**config.mk**
```make
export PLATFORM = sky130hd
export DESIGN_NAME = ring_osc_ctrl
export DESIGN_NICKNAME = d
export VERILOG_FILES = /design/src/rtl/tdr_pkg.sv /design/src/rtl/tdr_edge_sync.sv /design/src/rtl/ring_osc_ctrl.sv
export SDC_FILE = /design/constraint.sdc
export NUM_CORES = 1
export LEC_CHECK = 0
export BUFFER_PORTS_ARGS = -buffer_cell sky130_fd_sc_hd__buf_2
export CORE_MARGIN = 2
export CORE_UTILIZATION = 55
export CTS_BUF_LIST = sky130_fd_sc_hd__clkbuf_4
export CTS_CLUSTER_DIAMETER = 200
export DETAILED_ROUTE_END_ITERATION = 8
export PLACE_DENSITY = 0.78
export SYNTH_ARGS = -nofsm -noshare
export SYNTH_HDL_FRONTEND = slang
export SYNTH_SLANG_ARGS = --single-unit
```
**constraint.sdc**
```tcl
create_clock -name clk -period 3.6 [get_ports clk]
set_input_delay 0.54 -clock clk [delete_from_list [all_inputs] [get_ports clk]]
set_output_delay 0.54 -clock clk [all_outputs]
set_load 0.01 [all_outputs]
```
**src/rtl/tdr_pkg.sv**
```systemverilog
// rtl/tdr_pkg.sv - shared state encoding, timing defaults and control decode for ring_osc_ctrl
package tdr_pkg;

  typedef enum logic [2:0] {
    ST_IDLE,
    ST_SETTLE,
    ST_RUN,
    ST_DRAIN,
    ST_DONE
  } state_t;

  localparam int SETTLE_CYC = 4;
  localparam int DRAIN_CYC  = 3;

  typedef struct packed {
    logic rstb;
    logic tsc;
    logic re;
    logic busy;
    logic valid;
  } ctrl_t;

  // Oscillator pin levels and status flags for each state; carry_b is handled
  // separately because it also depends on saturation.
  function automatic ctrl_t ctrl_for(state_t s);
    ctrl_t c;
    c = '{rstb: 1'b0, tsc: 1'b0, re: 1'b1, busy: 1'b0, valid: 1'b0};
    case (s)
      ST_SETTLE, ST_RUN: c = '{rstb: 1'b1, tsc: 1'b1, re: 1'b0, busy: 1'b1, valid: 1'b0};
      ST_DRAIN:          c = '{rstb: 1'b1, tsc: 1'b0, re: 1'b1, busy: 1'b1, valid: 1'b0};
      ST_DONE:           c = '{rstb: 1'b0, tsc: 1'b0, re: 1'b1, busy: 1'b1, valid: 1'b1};
      default:           c = '{rstb: 1'b0, tsc: 1'b0, re: 1'b1, busy: 1'b0, valid: 1'b0};
    endcase
    return c;
  endfunction

endpackage

```
**src/rtl/tdr_edge_sync.sv**
```systemverilog
// rtl/tdr_edge_sync.sv - two-flop synchronizer plus rising-edge detector for the ring output
module tdr_edge_sync (
  input  logic clk,
  input  logic rst,
  input  logic ring,
  output logic rise
);

  logic meta;
  logic sync;
  logic sync_d;

  // Bring the asynchronous ring into the clk domain and keep one delayed copy
  always_ff @(posedge clk or posedge rst) begin
    if (rst) begin
      meta   <= 1'b0;
      sync   <= 1'b0;
      sync_d <= 1'b0;
    end else begin
      meta   <= ring;
      sync   <= meta;
      sync_d <= sync;
    end
  end

  assign rise = sync & ~sync_d;

endmodule

```
**src/rtl/ring_osc_ctrl.sv**
```systemverilog
// rtl/ring_osc_ctrl.sv - ring oscillator measurement controller: settle, count edges over a window, report
module ring_osc_ctrl
  import tdr_pkg::*;
#(
  parameter int CNT_W  = 16,
  parameter int WIN_W  = 16,
  parameter int SETTLE = SETTLE_CYC
) (
  input  logic             clk,
  input  logic             rst,
  input  logic             start_i,
  input  logic [WIN_W-1:0] win_len_i,
  input  logic             ring_i,
  output logic             ring_rstb_o,
  output logic             ring_tsc_o,
  output logic             ring_carry_b_o,
  output logic             ring_re_o,
  output logic             busy_o,
  output logic             valid_o,
  input  logic             ready_i,
  output logic [CNT_W-1:0] cnt_o,
  output logic             ovf_o
);

  localparam logic [CNT_W-1:0] CNT_MAX   = '1;
  localparam logic [WIN_W-1:0] SETTLE_LD = WIN_W'(SETTLE - 1);
  localparam logic [WIN_W-1:0] DRAIN_LD  = WIN_W'(DRAIN_CYC - 1);

  state_t           state;
  state_t           state_nxt;
  ctrl_t            ctrl;
  logic [WIN_W-1:0] tmr;
  logic [WIN_W-1:0] win_q;
  logic [CNT_W-1:0] cnt;
  logic             ovf;
  logic             carry_b;
  logic             rise;
  logic             counting;
  logic             sat_hit;

  tdr_edge_sync u_sync (
    .clk  (clk),
    .rst  (rst),
    .ring (ring_i),
    .rise (rise)
  );

  // Edges that reach the detector during RUN or DRAIN are counted; the DRAIN
  // phase lets edges still in the synchronizer pipeline land.
  assign counting = rise && ((state == ST_RUN) || (state == ST_DRAIN));
  assign sat_hit  = counting && (cnt == CNT_MAX);

  // Next-state decode; each timed phase ends when the down-counter hits zero
  always_comb begin
    state_nxt = state;
    case (state)
      ST_IDLE:   if (start_i && (win_len_i != '0)) state_nxt = ST_SETTLE;
      ST_SETTLE: if (tmr == '0) state_nxt = ST_RUN;
      ST_RUN:    if (tmr == '0) state_nxt = ST_DRAIN;
      ST_DRAIN:  if (tmr == '0) state_nxt = ST_DONE;
      ST_DONE:   if (ready_i) state_nxt = ST_IDLE;
      default:   state_nxt = ST_IDLE;
    endcase
  end

  // Measurement FSM with phase timer, saturating counter and registered outputs
  always_ff @(posedge clk or posedge rst) begin
    if (rst) begin
      state   <= ST_IDLE;
      ctrl    <= ctrl_for(ST_IDLE);
      tmr     <= '0;
      win_q   <= '0;
      cnt     <= '0;
      ovf     <= 1'b0;
      carry_b <= 1'b1;
    end else begin
      state   <= state_nxt;
      ctrl    <= ctrl_for(state_nxt);
      carry_b <= (state_nxt == ST_IDLE) ? 1'b1 : (sat_hit ? 1'b0 : carry_b);
      case (state)
        ST_IDLE: begin
          if (state_nxt == ST_SETTLE) begin
            win_q <= win_len_i;
            tmr   <= SETTLE_LD;
            cnt   <= '0;
            ovf   <= 1'b0;
          end
        end
        ST_SETTLE: tmr <= (tmr == '0) ? (win_q - 1'b1) : (tmr - 1'b1);
        ST_RUN:    tmr <= (tmr == '0) ? DRAIN_LD : (tmr - 1'b1);
        ST_DRAIN:  if (tmr != '0) tmr <= tmr - 1'b1;
        default:   tmr <= tmr;
      endcase
      if (counting) begin
        if (sat_hit) ovf <= 1'b1;
        else         cnt <= cnt + 1'b1;
      end
    end
  end

  assign ring_rstb_o    = ctrl.rstb;
  assign ring_tsc_o     = ctrl.tsc;
  assign ring_re_o      = ctrl.re;
  assign busy_o         = ctrl.busy;
  assign valid_o        = ctrl.valid;
  assign ring_carry_b_o = carry_b;
  assign cnt_o          = cnt;
  assign ovf_o          = ovf;

endmodule

```
==> summary.txt, run 1 <==
Outcome
  • Status: complete, no violations

Timing
  • Sum Neg Setup Slack: 0 ns
  • Slew Limit Headroom: 0.484
  • Endpoints failing setup: 0
  • Hold Violations, Final: 0
  • Slew @ Worst Pin: 0.764 ns
  • Min cycle time layout: 2.57 ns
  • RSZ-0062 raised after global routing: false
  • Peak Freq: 390 MHz
  • Final Max Tran Viols: 0
  • Fin crit share: 0.713
  • Clock skew: 0.0162 ns

Worst setup path
  • Crit Path Max Fanout: 16
  • Crit path DAT: 2.83 ns
  • Startpoint Class: flop
  • Crit path capture type: flop
  • WS Path Type: reg -> reg
  • Critical path required time: 3.87 ns

Synthesis
  • Seq cells post-synth: 61
  • Adder-cell area share of the yosys netlist: 0.0116
  • Syn_nets: 374
  • Mean Syn Cell Area: 9.24 um^2
  • Ys flop type: dfrtp_1
  • EDFF count, synth: 0
  • FFs w/ async S/R, synth: 1.00
  • Post-Synth Simple-Gate Area: 0.267
  • Seq/Total Area, Yosys: 0.473
  • Synth unique cells: 58
  • Main combinational cell family by area after synthesis: simple AND/OR/NAND/NOR gates
  • Compound-Gate Fraction of Synth Area: 0.147
  • Yosys warning count: 0
  • Xor/xnor cell area share of the yosys netlist: 0.0460
  • Mux cell area share after synthesis: 0.0193
  • Post-synthesis instance area: 3240 um^2
  • Syn Inst Count: 350

Drt
  • Routed length per instance: 15.2 um
  • DRC: 0
  • Detailed Route WL: 7.16 mm
  • DR vias/cell: 5.78
  • Initial DRC count: 109
  • Routed vias: 2718
  • Post-route ant nets: 0
  • First drt pass iteration count: 4

GRT
  • Vias in the first global route: 2517
  • Global route total overflow: 0
  • Total Routing Usage GR: 0.240
  • Global-route wire length before repair: 11.9 mm
  • Initial antenna violation count: 0
  • Pin count of the biggest net entering global routing: 41

CTS
  • Cts repair resizes: 0
  • Clock Sinks: 61
  • CTS root buffer: clkbuf_4
  • H-tree level count: 3
  • Clock Pin Slew Worst Setup and Hold Paths: 0.12 ns
  • Cts hold-fix bufs: 0
  • CTS tree: built
  • CTS Buf Count: 9
  • Post-CTS Setup Bufs: 0
  • Worst-case clock buffer depth: 2
  • Skew-Pair Late Insertion Delay: 0.40 ns

Pwr
  • Worst vdd ir: 0.368 mV
  • Pwr dens: 702 nW/um^2
  • Power Total: 2570 uW
  • Leakage: 0.00169 uW

Job
  • Max-cap viol count: 0

Die
  • Core ar.: 5610 um^2
  • FP Rows: 27
  • I/O Pins: 44
  • Die area: 6510 um^2
  • Die extent in y: 80.7 um
  • Initial core utilization: 0.577
  • Die width: 80.7 um

Placed design
  • DPL Wire Length: 5.14 mm
  • Port bufs: 43
  • Final Wtd Congestion: 0.851
  • Placed Cells incl. Taps: 454

Final layout
  • Area added between synthesis and finish: 13.2%
  • Share of cells above drive strength 1: 0.196
  • Number of cells in the finished layout apart from fillers: 470
  • Nets@finish: 417
  • ANT cells: 0
  • Filler Cell Count: 470

Hold path
  • Worst min path class: in -> async
-- metrics by stage --
stage	util	worst slack, ns	area (um^2)	hold slack (ns)
2_1_floorplan	-	1.32	3240	0.331
3_3_place_gp	0.625	0.816	3500	0.343
3_5_place_dp	0.625	0.688	3500	0.347
4_1_cts	0.653	1.03	3660	0.124
5_1_grt	0.653	0.809	3660	0.153
6_report	0.653	1.03	3660	0.141
-- report_power, final --
group / total, uW / internal, uW / switching [uW] / leakage, uW
registers: 1230 / 930 / 305 / 0.000754
logic: 789 / 373 / 417 / 0.000847
clock network: 548 / 294 / 254 / 0.0000845
-- synthesized netlist by cell type (2+ instances only) --
cell type	instances	area [um^2]
o221ai_1	3	26.3
and3_1	2	12.5
dfrtp_1	59	1480
a21oi_1	9	45.0
or3_1	5	31.3
mux2_2	2	22.5
buf_2	4	20.0
nand2_1	76	285
mux2i_1	4	40.0
nor2b_1	2	12.5
nor3b_1	2	15.0
nand3_1	5	25.0
o31ai_1	8	60.1
or4_1	11	82.6
nor3_1	10	50.1
nor4b_4	2	47.6
nand3b_1	3	22.5
nor4_1	4	25.0
ha_1	3	37.5
dfstp_2	2	52.6
o21ai_0	19	95.1
xnor2_1	9	78.8
a31oi_1	3	18.8
nand4_1	4	25.0
nor2_1	29	109
o311ai_0	4	35.0
nand2b_1	3	18.8
clkbuf_1	7	26.3
xor2_1	8	70.1
o211ai_1	6	45.0
a21o_1	2	15.0
buf_1	2	7.51
inv_1	13	48.8
-- placed cells by master (no fill, tap or decap), drive strengths merged, types with 4 or more instances in the layout --
master  instances
a21oi           9
buf            46
clkbuf         11
dfrtp          59
inv            14
mux2i           4
nand2          76
nand3           5
nand3b          4
nand4           4
nor2           29
nor3           10
nor4            5
o211ai          7
o21ai          20
o311ai          5
o31ai           8
or3             5
or4            12
xnor2           9
xor2            8
-- cells by family after synthesis --
kind of cell             Yosys count
buffers and inverters             28
AND/OR/NAND/NOR                  167
adder cells (fa/ha/maj)            3
XOR/XNOR                          17
AO/OA/AOI/OAI                     68
multiplexers                       6
flip-flops                        61
-- sequential cells by signal, indices dropped and copies added (netlist names) --
register	cells
win_q	16
tmr	16
u_sync.sync_d	1
ring_carry_b_o	1
state	3
valid_o	1
cnt_o	16
ring_re_o	1
ring_rstb_o	1
u_sync.sync	1
ring_tsc_o	1
busy_o	1
ovf_o	1
u_sync.meta	1
-- layout make-up --
cell class | instances | area (um^2) | area share
Tap cell | 72 | 90.1 | 0.0246
Clock inverter | 5 | 76.3 | 0.0208
Inverter | 14 | 52.6 | 0.0143
Clock buffer | 11 | 82.6 | 0.0225
Sequential cell | 61 | 1530 | 0.417
Multi-Input combinational cell | 261 | 1600 | 0.435
Timing Repair Buffer | 46 | 238 | 0.0649
-- path summary, 6_finish.rpt --
kind                                  start           to  depth (start not counted)  slack (ns)
min in group clk                     ring_i  u_sync.meta                          1        0.24
worst min register to register  u_sync.meta  u_sync.sync                          0        0.37
worst min-delay path                    rst     cnt_o[9]                          2        0.14
worst max register to register       tmr[8]      tmr[10]                          6        1.03
max in group asynchronous               rst      tmr[14]                          3        2.56
worst max-delay path                 tmr[8]      tmr[10]                          6        1.03
-- worst max-delay path: stages (launching register included) --
cell and delay [ns]:
dfrtp_1 0.43, or4_1 0.63, nand3b_4 0.24, nor4_4 0.39, a311o_2 0.46, o21ai_0 0.15
o311ai_0 0.13
-- per-layer routing --
| layer | GRT usage | vias up | routed length, um |
|---|---|---|---|
| li1 | - | 1336 | - |
| met1 | 0.313 | 1313 | 3210 |
| met2 | 0.385 | 60 | 3530 |
| met3 | 0.0517 | 9 | 327 |
| met4 | 0.112 | 0 | 92 |
| met5 | 0 | - | 0 |
Note: power is estimated with default switching activity, not from simulation.
==> run 2, diff against run 1 <==
- ABC_AREA: default -> 1
- PLACE_DENSITY: 0.78 -> 0.8
- clock period: 3.6 -> 2.1 ns (I/O delays scaled with it)
==> summary.txt, run 2 <==
Outcome
  • Status: complete, no violations

Worst setup path
  • Crit path capture type: flop
  • R2R cell count: 12 (+6)
  • Reg-to-Reg End: tmr[2]
  • Crit Path Max Fanout: 8 (-8)
  • WS Path Type: reg -> reg
  • Startpoint Class: flop
  • CP delay by family, top: simple AND/OR/NAND/NOR gates
  • Crit path largest cell delay: 0.42 ns (-0.21 ns)
  • Start point of the critical path: tmr[0]
  • Crit path DAT: 2.21 ns (-0.62 ns)
  • Slowest-stage cell, CP: dfrtp_1
  • Critical-path cell list: inv_1 > ha_1 > nand2_2 > nor2_2 > nand2_1 > nand2_1 > nand2_1 > inv_1 > nand3_4 > buf_4 > nand3_1 > nand2_1
  • Crit path to: tmr[2]
  • Setup slack, reg-to-reg: 0.20 ns (-0.83 ns)
  • Worst path depth: 12 (+6)
  • Reg2reg start: tmr[0]
  • Crit path top cell by count: nand2_1
  • WP buf/inv: 3 (+3)
  • Critical path required time: 2.41 ns (-1.46 ns)

Final layout
  • Final instance area: 4260 um^2 (+16%)
  • Share of cells above drive strength 1: 0.140 (-0.0559)
  • Filler Cell Count: 607 (+29%)
  • Area added between synthesis and finish: 13.8%
  • ANT cells: 0 (unchanged)
  • Commonest non-fill, non-tap cells in the layout: nand2_1, nor2_1, dfrtp_1
  • Number of cells in the finished layout apart from fillers: 687 (+46%)
  • Nets@finish: 626 (+50%)
  • Commonest non-fill, non-tap cell in the layout: nand2_1

Synthesis
  • Mean Syn Cell Area: 6.85 um^2 (-26%)
  • Post-Synth Simple-Gate Area: 0.394 (+0.127)
  • Top-count cell post-synth: nand2_1
  • Synth cell count leaders: nand2_1, nor2_1, dfrtp_1
  • Compound-Gate Fraction of Synth Area: 0.0608 (-0.0861)
  • Largest cells by area after synthesis: dfrtp_1, nand2_1, nor2_1
  • Xor/xnor cell area share of the yosys netlist: 0.0515 (+0.00547)
  • Leading area contributor after synthesis: dfrtp_1
  • Adder-cell area share of the yosys netlist: 0.0100 (-0.00157)
  • Post-synthesis instance area: 3740 um^2 (+16%)
  • Post-synth top area share: 0.395 (-0.0618)
  • Main combinational cell family by area after synthesis: simple AND/OR/NAND/NOR gates
  • FFs w/ async S/R, synth: 1.00 (unchanged)
  • Syn_nets: 570 (+52%)
  • Synth unique cells: 30 (-48%)
  • EDFF count, synth: 0 (unchanged)
  • Mux cell area share after synthesis: 0 (-0.0193)
  • Seq cells post-synth: 61 (unchanged)
  • Yosys warning count: 0 (unchanged)
  • Syn Inst Count: 546 (+56%)
  • Seq/Total Area, Yosys: 0.409 (-0.0640)
  • Ys flop type: dfrtp_1

Die
  • I/O Pins: 44 (unchanged)
  • Initial core utilization: 0.560 (-0.0169)
  • Die area: 7480 um^2 (+15%)
  • FP Rows: 30 (+11%)
  • Core ar.: 6680 um^2 (+19%)
  • Die width: 86.5 um (+7.2%)
  • Die extent in y: 86.5 um (+7.2%)

Drt
  • Routed length per instance: 12.9 um (-15%)
  • Detailed Route WL: 8.87 mm (+24%)
  • First drt pass iteration count: 5 (+1)
  • Routed vias: 3623 (+33%)
  • DR vias/cell: 5.27 (-8.8%)
  • Initial DRC count: 346 (+220%)
  • DRC: 0 (unchanged)
  • Post-route ant nets: 0 (unchanged)

Timing
  • Setup WS post-layout: 0.204 ns (-0.829 ns)
  • Slew @ Worst Pin: 0.570 ns (-0.194 ns)
  • Hold Violations, Final: 0 (unchanged)
  • Sum Neg Setup Slack: 0 ns (unchanged)
  • Peak Freq: 527 MHz (+35%)
  • Final Max Tran Viols: 0 (unchanged)
  • Endpoints failing setup: 0 (unchanged)
  • Fin crit share: 0.903 (+0.190)
  • Min cycle time layout: 1.90 ns (-0.671 ns)
  • RSZ-0062 raised after global routing: false
  • Clock skew: 0.0116 ns (-0.00457 ns)
  • Slew Limit Headroom: 0.620 (+0.136)

Pwr
  • Pwr dens: 1290 nW/um^2 (+84%)
  • Power Total: 5490 uW (+110%)
  • Leakage: 0.00226 uW (+34%)
  • Worst vdd ir: 0.556 mV (+51%)

GRT
  • Vias in the first global route: 3308 (+31%)
  • Total Routing Usage GR: 0.254 (+0.0139)
  • Initial antenna violation count: 0 (unchanged)
  • Global-route wire length before repair: 15.0 mm (+26%)
  • Pin count of the biggest net entering global routing: 62 (+51%)
  • Global route total overflow: 0 (unchanged)

CTS
  • CTS root buffer: clkbuf_4
  • Clock Sinks: 61 (unchanged)
  • CTS tree: built
  • Skew-Pair Late Insertion Delay: 0.42 ns (+0.02 ns)
  • H-tree level count: 3 (unchanged)
  • CTS Buf Count: 9 (unchanged)
  • Clock Pin Slew Worst Setup and Hold Paths: 0.12 ns (about the same)
  • Worst-case clock buffer depth: 2 (unchanged)

Placed design
  • Placed Cells incl. Taps: 667 (+47%)
  • Port bufs: 43 (unchanged)
  • DPL Wire Length: 6.47 mm (+26%)
  • Final Wtd Congestion: 0.936 (+10%)
  • Pre-CTS setup slack: 0.0871 ns (-0.601 ns)
  • Post-place instance area: 4070 um^2 (+16%)

Hold path
  • Worst min path class: in -> reg

Job
  • Max-cap viol count: 0 (unchanged)
[run 2: worst register-to-register path: stages, from the launching register on]
cell     delay, ns
dfrtp_1       0.42
inv_1         0.11
ha_1          0.21
nand2_2       0.13
nor2_2        0.17
nand2_1       0.12
nand2_1       0.08
nand2_1       0.05
inv_1         0.11
nand3_4       0.09
buf_4         0.18
nand3_1       0.07
nand2_1       0.06
[run 2: repair_timing]
action | in CTS | in global routing
setup endpoints to repair | 0 | 20
hold buffers | 2 | 0
resized for setup | 0 | 3
buffers inserted | 0 | 2
hold endpoints to repair | 60 | 0
[run 2: kinds of logic after synthesis]
group / Yosys count
AND/OR/NAND/NOR: 348
buffers and inverters: 69
flip-flops: 61
AO/OA/AOI/OAI: 43
XOR/XNOR: 22
adder cells (fa/ha/maj): 3
[run 2: worst min path at each step]
stage                            start           to  slack [ns]  cells past startpoint
after global routing           ready_i     state[2]         0.1                      2
after floorplan            u_sync.meta  u_sync.sync        0.33                      0
after detailed placement   u_sync.meta  u_sync.sync        0.34                      0
final                     win_len_i[2]     win_q[2]        0.11                      3
after global placement     u_sync.meta  u_sync.sync        0.34                      0
after CTS                 win_len_i[8]     win_q[8]        0.10                      3
[run 2: layout make-up]
cell class	instances	area [um^2]	area share
multi-input combinational	416	1940	0.456
sequential	61	1530	0.359
timing repair buffer	55	323	0.0758
inverter	59	224	0.0526
tap	80	100	0.0235
clock inverter	7	73.8	0.0173
clock buffer	9	67.6	0.0159
[run 2: power by group]
group	internal, uW	switching (uW)
clock	366	489
sequential	1580	446
combinational	943	1670
total	2890	2600
[run 2: metal layers]
metal,global-route usage,vias up,part of all wire
met3,0.0562,10,0.065
met1,0.353,1634,0.46
li1,-,1839,-
met2,0.392,140,0.46
met4,0.0938,0,0.014
met5,0,-,0
[run 2: metrics by stage]
step	utilization	hold WS, ns
2_1_floorplan	-	0.331
3_3_place_gp	0.610	0.336
3_5_place_dp	0.610	0.341
4_1_cts	0.634	0.101
5_1_grt	0.637	0.0982
6_report	0.637	0.115
==> run 3, diff against run 2 <==
- ABC_AREA: 1 -> default
- CAP_MARGIN: default -> 25
- CORE_UTILIZATION: 55 -> 54
- PLACE_DENSITY: 0.8 -> 0.88
==> summary.txt, run 3 (same netlist as run 1, synthesis figures left out) <==
Outcome
  • Status: finished with violations
  • Failing checks: negative setup slack

Worst setup path
  • Crit path DAT: 2.59 ns (+0.38 ns)
  • Reg2reg start: tmr[10]
  • Setup slack, reg-to-reg: -0.20 ns (-0.40 ns)
  • Crit path capture type: flop
  • WS Path Type: reg -> reg
  • Reg-to-Reg End: tmr[13]
  • R2R cell count: 7 (-5)
  • Startpoint Class: flop
  • Crit Path Max Fanout: 8 (unchanged)
  • Critical path required time: 2.40 ns (about the same)

Pwr
  • Combinational Power Share: 0.434 (-0.041)
  • Sw Share: 0.397 (-0.0764)
  • Leakage: 0.00203 uW (-9.9%)
  • Clock power share: 0.162 (+0.006)
  • Sequential share of power: 0.405 (+0.036)
  • Pwr dens: 1180 nW/um^2 (-8.9%)
  • Power Total: 5110 uW (-6.9%)
  • Cell Int Power: 3080 uW (+6.6%)
  • Worst vdd ir: 0.845 mV (+52%)
  • Switching power: 2030 uW (-22%)

Placed design
  • Pre-CTS setup slack: -0.150 ns (-0.237 ns)
  • Final Wtd Congestion: 0.864 (-7.7%)
  • DPL Wire Length: 5.77 mm (-11%)
  • Port bufs: 43 (unchanged)

Timing
  • Min cycle time layout: 2.30 ns (+0.401 ns)
  • Endpoints failing setup: 16 (+16)
  • RSZ-0062 raised after global routing: true
  • Peak Freq: 435 MHz (-17%)
  • Hold Slack: 0.0981 ns (-0.0166 ns)
  • Slew Limit Headroom: 0.370 (-0.250)
  • Clock skew: 0.0142 ns (+0.00264 ns)
  • Sum Neg Setup Slack: -1.77 ns (-1.77 ns)
  • Fin crit share: 1.09 (+0.191)
  • Hold Violations, Final: 0 (unchanged)
  • Slew @ Worst Pin: 0.938 ns (+0.368 ns)
  • Setup WS post-layout: -0.197 ns (-0.401 ns)
  • Final Max Tran Viols: 0 (unchanged)

GRT
  • Vias in the first global route: 2989 (-9.6%)
  • GR Layer Usage met3: 0.0422 (-0.0140)
  • M2 GR Usage: 0.457 (+0.0649)
  • Total Routing Usage GR: 0.273 (+0.0192)
  • Pin count of the biggest net entering global routing: 43 (-31%)
  • Initial antenna violation count: 0 (unchanged)
  • Busiest layer in global routing: met2
  • Global route total overflow: 0 (unchanged)
  • Global-route wire length before repair: 13.7 mm (-8.4%)
  • Met1 global-route usage: 0.341 (-0.0115)

Final layout
  • Filler Cell Count: 362 (-40%)
  • Area added between synthesis and finish: 34.4%
  • Multi-input gate area: 1760 um^2 (-9.5%)
  • Nets@finish: 475 (-24%)
  • ANT cells: 0 (unchanged)
  • Commonest non-fill, non-tap cell in the layout: nand2_1
  • Share of cells above drive strength 1: 0.360 (+0.220)
  • FF/Latch Area: 1530 um^2 (unchanged)
  • Commonest non-fill, non-tap cells in the layout: nand2_1, dfrtp_1, buf_4

Die
  • Core ar.: 5850 um^2 (-12%)
  • Die width: 81.4 um (-5.9%)
  • Die area: 6630 um^2 (-11%)
  • FP Rows: 28 (-6.7%)
  • I/O Pins: 44 (unchanged)
  • Initial core utilization: 0.553 (-0.00708)
  • Die extent in y: 81.4 um (-5.9%)

CTS
  • CTS root buffer: clkbuf_4
  • CTS Buf Count: 9 (unchanged)
  • Worst-case clock buffer depth: 2 (unchanged)
  • Clock Pin Slew Worst Setup and Hold Paths: 0.12 ns (about the same)
  • Skew-Pair Late Insertion Delay: 0.42 ns (about the same)
  • CTS tree: built
  • Clock Sinks: 61 (unchanged)
  • H-tree level count: 3 (unchanged)

Drt
  • Routed length per instance: 16.9 um (+31%)
  • DR vias/cell: 5.94 (+13%)
  • Initial DRC count: 270 (-22%)
  • First drt pass iteration count: 5 (unchanged)
  • Routed vias: 3153 (-13%)
  • Post-route ant nets: 0 (unchanged)
  • Detailed Route WL: 8.95 mm (+0.97%)
  • DRC: 0 (unchanged)

Job
  • Max-cap viol count: 0 (unchanged)

Hold path
  • Worst min path class: in -> reg
  • Hold Path Cell Cnt: 3 (unchanged)
  • Hold Startpoint: win_len_i[7]
  • Hold path endpoint: win_q[7]
-- run 3: cell count changes in the layout (fill, tap and decap cells not counted), sizes merged, moves of 12 or more --
cell   delta
nand2   -110
nor2     -53
nand3    -51
buf      +48
inv      -46
or4      +12
-- run 3: metrics by stage --
| step | util | area (um^2) | instances |
|---|---|---|---|
| after global placement | 0.666 | 3900 | 499 |
| after detailed placement | 0.666 | 3900 | 499 |
| after CTS | 0.708 | 4140 | 522 |
| final | 0.743 | 4350 | 531 |
| after floorplan | - | 3250 | 350 |
| after global routing | 0.743 | 4350 | 531 |
-- run 3: what timing repair did --
item,CTS,global route
hold buffers,2,0
pin swaps,6,20
gates cloned,0,1
endpoints found under the hold margin,18,0
endpoints found under the setup margin,15,23
gates resized for setup,17,36
setup buffers,5,8
-- run 3: final cells by class --
cell class	instances	area share
Timing Repair Buffer	104	0.179
Clock buffer	10	0.0173
Inverter	14	0.0121
Clock inverter	6	0.0147
Tap cell	75	0.0216
Multi-Input combinational cell	261	0.404
Sequential cell	61	0.352
-- run 3: metal layers --
| layer | part of all wire | up-vias | routed length [um] |
|---|---|---|---|
| li1 | - | 1459 | - |
| met1 | 0.40 | 1519 | 3550 |
| met2 | 0.51 | 142 | 4600 |
| met3 | 0.056 | 33 | 499 |
| met4 | 0.034 | 0 | 303 |
| met5 | 0 | - | 0 |
-- run 3: how the worst max path moves through the flow --
stage | from | endpoint | slack, ns | cells past startpoint
CTS | tmr[6] | tmr[15] | -0.05 | 6
finish | tmr[10] | tmr[13] | -0.20 | 7
floorplan | tmr[8] | tmr[15] | -0.09 | 7
global route | tmr[10] | tmr[6] | -0.26 | 7
global placement | win_len_i[7] | tmr[10] | -0.09 | 8
detailed placement | tmr[12] | tmr[10] | -0.15 | 7
-- run 3: power groups by stage --
stage	combinational (uW)	clock, uW	sequential (uW)
after detailed placement	1770	0	2040
final	2220	827	2070
after global routing	2400	893	2130
after CTS	1890	836	2020
after floorplan	1040	0	2050
after global placement	1690	0	2020
-- run 3: worst max-delay path, cell delays in order (launching register included) --
cell and delay (ns):
dfrtp_1 0.41, or4_4 0.56, nand4b_1 0.36, o21ai_4 0.33, buf_12 0.16, a21oi_2 0.03, o21ai_1 0.18, o221ai_1 0.15
